--- src/rtl/instruction_store.sv ---
// instruction_store: 256x8 synchronous instruction memory with a byte-wide
// program-load port. After reset it zeroes the whole array (CLEAR), then
// either waits for a host to stream a program in (LOAD) or serves fetches (RUN).
// Optional build macro: INSTRUCTION_STORE_CHECKSUM_EN adds a mod-256 running
// sum of accepted program bytes; without it load_checksum reads as 8'h00.
module instruction_store (
  input  logic       oscillator,
  input  logic       reset,
  input  logic [7:0] instruction_address,
  output logic [7:0] instruction,
  input  logic       load_mode,
  input  logic       load_valid,
  input  logic [7:0] load_data,
  output logic       load_ready,
  output logic       cpu_hold,
  output logic [8:0] load_count,
  output logic       load_overflow,
  output logic [7:0] load_checksum
);

  typedef enum logic [1:0] {
    ST_CLEAR = 2'd0,
    ST_LOAD  = 2'd1,
    ST_RUN   = 2'd2
  } state_t;

  state_t     state_reg;
  state_t     state_next;
  logic [7:0] clear_cnt_reg;
  logic [7:0] wr_ptr_reg;
  logic [8:0] load_count_reg;
  logic       load_overflow_reg;
  logic       load_ready_reg;
  logic       cpu_hold_reg;
  logic [7:0] instruction_reg;

  // Storage array; no reset so it maps onto block RAM. CLEAR wipes it instead.
  logic [7:0] mem [0:255];

  logic       accept;
  logic       clear_entry;
  logic       mem_we;
  logic [7:0] mem_waddr;
  logic [7:0] mem_wdata;

  // load_ready_reg is high exactly while the FSM sits in LOAD.
  assign accept      = load_ready_reg & load_valid;
  // Leaving RUN for CLEAR restarts all load bookkeeping from zero.
  assign clear_entry = (state_reg == ST_RUN) && (state_next == ST_CLEAR);

  // Next-state decode; load_mode is only looked at once CLEAR has finished.
  always_comb begin
    state_next = state_reg;
    case (state_reg)
      ST_CLEAR: if (clear_cnt_reg == 8'hFF) state_next = load_mode ? ST_LOAD : ST_RUN;
      ST_LOAD:  if (!load_mode) state_next = ST_RUN;
      ST_RUN:   if (load_mode) state_next = ST_CLEAR;
      default:  state_next = ST_CLEAR;
    endcase
  end

  // FSM state, clear sweep, write pointer, counters and registered handshake outputs.
  always_ff @(posedge oscillator or negedge reset) begin
    if (!reset) begin
      state_reg         <= ST_CLEAR;
      clear_cnt_reg     <= 8'd0;
      wr_ptr_reg        <= 8'd0;
      load_count_reg    <= 9'd0;
      load_overflow_reg <= 1'b0;
      load_ready_reg    <= 1'b0;
      cpu_hold_reg      <= 1'b1;
    end else begin
      state_reg      <= state_next;
      load_ready_reg <= (state_next == ST_LOAD);
      cpu_hold_reg   <= (state_next != ST_RUN);
      // Sweep counter wraps back to 0 after 255, ready for the next CLEAR.
      if (state_reg == ST_CLEAR) clear_cnt_reg <= clear_cnt_reg + 8'd1;
      else                       clear_cnt_reg <= 8'd0;
      if (clear_entry) begin
        wr_ptr_reg        <= 8'd0;
        load_count_reg    <= 9'd0;
        load_overflow_reg <= 1'b0;
      end else if (accept) begin
        wr_ptr_reg <= wr_ptr_reg + 8'd1;
        if (load_count_reg != 9'd256) load_count_reg <= load_count_reg + 9'd1;
        if (wr_ptr_reg == 8'hFF) load_overflow_reg <= 1'b1;
      end
    end
  end

  // Single write port shared by the CLEAR sweep and host program bytes.
  always_comb begin
    mem_we    = 1'b0;
    mem_waddr = clear_cnt_reg;
    mem_wdata = 8'h00;
    if (state_reg == ST_CLEAR) begin
      mem_we = 1'b1;
    end else if (accept) begin
      mem_we    = 1'b1;
      mem_waddr = wr_ptr_reg;
      mem_wdata = load_data;
    end
  end

  // Memory write.
  always_ff @(posedge oscillator) begin
    if (mem_we) mem[mem_waddr] <= mem_wdata;
  end

  // Registered fetch; the processor sees zeros (add r0,r0,r0) unless running.
  always_ff @(posedge oscillator or negedge reset) begin
    if (!reset)                    instruction_reg <= 8'h00;
    else if (state_next == ST_RUN) instruction_reg <= mem[instruction_address];
    else                           instruction_reg <= 8'h00;
  end

`ifdef INSTRUCTION_STORE_CHECKSUM_EN
  logic [7:0] checksum_reg;

  // Running mod-256 sum of accepted bytes, restarted with each new load.
  always_ff @(posedge oscillator or negedge reset) begin
    if (!reset)           checksum_reg <= 8'h00;
    else if (clear_entry) checksum_reg <= 8'h00;
    else if (accept)      checksum_reg <= checksum_reg + load_data;
  end

  assign load_checksum = checksum_reg;
`else
  assign load_checksum = 8'h00;
`endif

  assign instruction   = instruction_reg;
  assign load_ready    = load_ready_reg;
  assign cpu_hold      = cpu_hold_reg;
  assign load_count    = load_count_reg;
  assign load_overflow = load_overflow_reg;

endmodule
--- config.mk ---
export PLATFORM = sky130hd
export DESIGN_NAME = instruction_store
export DESIGN_NICKNAME = d
export VERILOG_FILES = /design/src/rtl/instruction_store.sv
export SDC_FILE = /design/constraint.sdc
export NUM_CORES = 2
export LEC_CHECK = 0
export BUFFER_PORTS_ARGS = -buffer_cell sky130_fd_sc_hd__buf_2
export CAP_MARGIN = 20
export CORE_MARGIN = 2
export CORE_UTILIZATION = 59
export CTS_CLUSTER_SIZE = 8
export DETAILED_ROUTE_END_ITERATION = 6
export GPL_TIMING_DRIVEN = 0
export PLACE_DENSITY_LB_ADDON = 0.15
export SLEW_MARGIN = 20
export SYNTH_ARGS = -nofsm -noshare
export SYNTH_HDL_FRONTEND = slang
export SYNTH_SLANG_ARGS = --single-unit
--- constraint.sdc ---
create_clock -name oscillator -period 6 [get_ports oscillator]
set_input_delay 0.9 -clock oscillator [delete_from_list [all_inputs] [get_ports oscillator]]
set_output_delay 0.9 -clock oscillator [all_outputs]
set_load 0.01 [all_outputs]
==> flow_summary.yaml <==
detailed_routing:
  via_per_inst: 7.37
  drcViolationCount: 0
  drt_iter0_drc: 9515
  vias: 47200
  antenna_left: 0
  drt_wl_total_um: 289000
  dr.pass1.iters: 6
  routedWlPerCell_um: 45.1
logic_synthesis:
  synth_compound_area_share_pct: 3.25
  synth-async-reset-ratio_pct: 1.82
  ys_types: 70
  synth-seq-cells: 2086
  synth-xor-area-share_pct: 0.180
  ys_seq_area_share_pct: 75.5
  ys.flop_type: "edfxtp_1"
  synth-simple-area-share_pct: 3.41
  ys_warn_count: 0
  avgSynthCellArea_um2: 20.4
  synth_top_family_by_area: "multiplexers"
  synth_edf_count: 2048
  synth_area_mm2: 0.0827
  synth_mux_area_share_pct: 14.9
  synthCells: 4059
  synth_adder_area_share_pct: 0.0605
setup_path:
  worstSetupPathType: "in -> reg"
  worstPathArrival_ps: 5700
  crit_required_ps: 6720
  critPathBufInv: 4
  path_cells: "buf_4, buf_2, buf_2, buf_2, mux4_2, o22ai_1, o21ai_0, o21ai_1, o41ai_2"
  path_max_fanout: 11
  max_stage_delay_ps: 940
  cp_slowest_cell: "o21ai_0"
  crit_top_cell: "buf_2"
  endpoint_kind: "register"
  cp-start-kind: "primary input"
  cpLargestDelayFamily: "buffers and inverters"
clocking:
  cts_root_buf: "clkbuf_16"
  cts.repair.resized: 0
  cts_sinks: 2086
  htree_levels: 5
  cts_tree: "yes"
  post_cts_buffers: 0
  clk_path_buf_depth: 4
  ctsHoldBuffers: 0
  cts_buffers: 310
  clk_pin_slew_ps: 50
  clock_latency_ps: 900
placed_design:
  gp_congestion: 1.04
  numPortBuffers: 35
  dp_hpwl_um: 190000
  place_area_mm2: 0.0864
global_route:
  grt_use_total_pct: 40.8
  grt_util_met1_pct: 54.0
  grt_pass1_vias: 44200
  grt_pass1_wl_um: 381000
  grt_max_degree: 81
  grt_remaining_overflow: 0
  grt_antenna_before_repair: 26
  top_usage_layer: "met2"
  grt_use_met3_pct: 16.5
  grt_util_met2_pct: 55.8
power_and_ir_drop:
  total_power_uw: 33900
  p_leak_uw: 0.0343
  powerDensity_mw_per_mm2: 358
  peakVddDrop_uv: 289
die:
  initial_core_util_pct: 59.4
  rows: 137
  core_area_mm2: 0.139
  ioPinCount: 48
  die_area_mm2: 0.143
  die_h_um: 378
  die_w_um: 378
hold_path:
  hp-class: "in -> async"
timing:
  max_freq_mhz: 201
  slew_viol_final: 0
  skew_ps: 55.6
  tightest_slew_ps: 1340
  rsz0062_at_grt: "false"
  setup_viol: 0
  fin_crit_ps: 4980
  fin_crit_sh_pct: 83.0
  slew_headroom_pct: 10.8
  hold_viol: 0
layout:
  fin_nets: 4478
  multi_input_area_mm2: 0.0181
  fillerInstances: 8777
  drive_above_1_share_pct: 22.2
  area_growth_pct: 14.4
  final_cell_mix: "2048 x edfxtp_1, 346 x nor2_1, 346 x mux4_2"
  final_common_cell: "edfxtp_1"
  regArea_mm2: 0.0625
  stdcell_area_mm2: 0.0946
  largest_reg_flops: 2048
status:
  status: "completed"
job:
  maxCapViolations: 0
==> logic make-up (layout without fill, tap and decap cells) <==
family,after synthesis,in the layout
XOR/XNOR,17,17
AND/OR/NAND/NOR,635,635
buffers and inverters,261,715
multiplexers,680,680
flip-flops,2086,2086
adder cells (fa/ha/maj),4,4
AO/OA/AOI/OAI,375,375
other,1,16
==> per-layer routing <==
metal,wire length (um),up-vias
li1,-,17600
met3,46500,951
met2,121000,4406
met5,227,-
met4,22900,18
met1,97900,24200
==> through the flow <==
stage	setup WS [ps]	instances	setup TNS, ps	util [%]	hold slack, ps
after global placement	-4320	5977	-8079750	61.2	514
after floorplan	384	4066	0	-	480
after global routing	1220	6398	0	67.9	91.6
after CTS	1360	6394	0	67.9	38.6
final	1020	6404	0	67.9	58.0
after detailed placement	479	6016	0	62.0	530
==> synthesized netlist by cell type, types with 34 or more instances <==
library cell / instances / area, um^2
nor3_1: 37 / 185
mux2i_1: 262 / 2620
a21oi_1: 63 / 315
dfrtp_1: 37 / 926
mux4_2: 346 / 7790
o221ai_1: 97 / 850
nand2_1: 82 / 308
nand3_1: 51 / 255
o22ai_1: 60 / 375
edfxtp_1: 2048 / 61500
o21ai_0: 48 / 240
a22oi_1: 41 / 308
buf_12: 34 / 681
clkbuf_1: 67 / 251
nor2_1: 353 / 1330
mux4_1: 72 / 1890
buf_2: 63 / 315
==> worst paths after layout <==
kind / from / endpoint / slack [ps] / cells past startpoint
min in group oscillator: load_mode / load_ready$_DFF_PN0_ / 290 / 2
hold reg to reg: load_overflow$_DFFE_PN0P_ / load_overflow$_DFFE_PN0P_ / 540 / 2
setup reg to reg: state_reg[1]$_DFF_PN0_ / mem[128][3]$_DFFE_PP_ / 1220 / 7
max in group asynchronous: reset / instruction[4]$_DFF_PN0_ / 5340 / 2
setup / recovery: instruction_address[1] / instruction[6]$_DFF_PN0_ / 1020 / 9
hold / removal: reset / load_count[7]$_DFFE_PN0P_ / 60 / 1
==> power breakdown <==
part / total (uW) / switching [uW] / internal (uW)
sequential: 16100 / 61.4 / 16000
combinational: 2590 / 1960 / 635
clock: 15200 / 5920 / 9320
==> worst register-to-register path: stages (launching register included) <==
cell and delay, ps:
dfrtp_1 430, nor2_1 200, nor2_1 80, clkbuf_1 240
o31ai_2 790, nand3_1 870, clkbuf_2 750, nor2_1 1040
==> layout make-up <==
class                   count  share of cell area, %
clock inverters             8                 0.0767
repair buffers             76                   1.24
diodes                      8                 0.0212
flip-flops and latches   2086                   66.0
well taps                1876                   2.48
plain buffers             255                   2.41
multi-input cells        1719                   19.2
inverters                   6                 0.0238
clock buffers             370                   8.57
No activity file was read; power rests on OpenSTA's default activity.
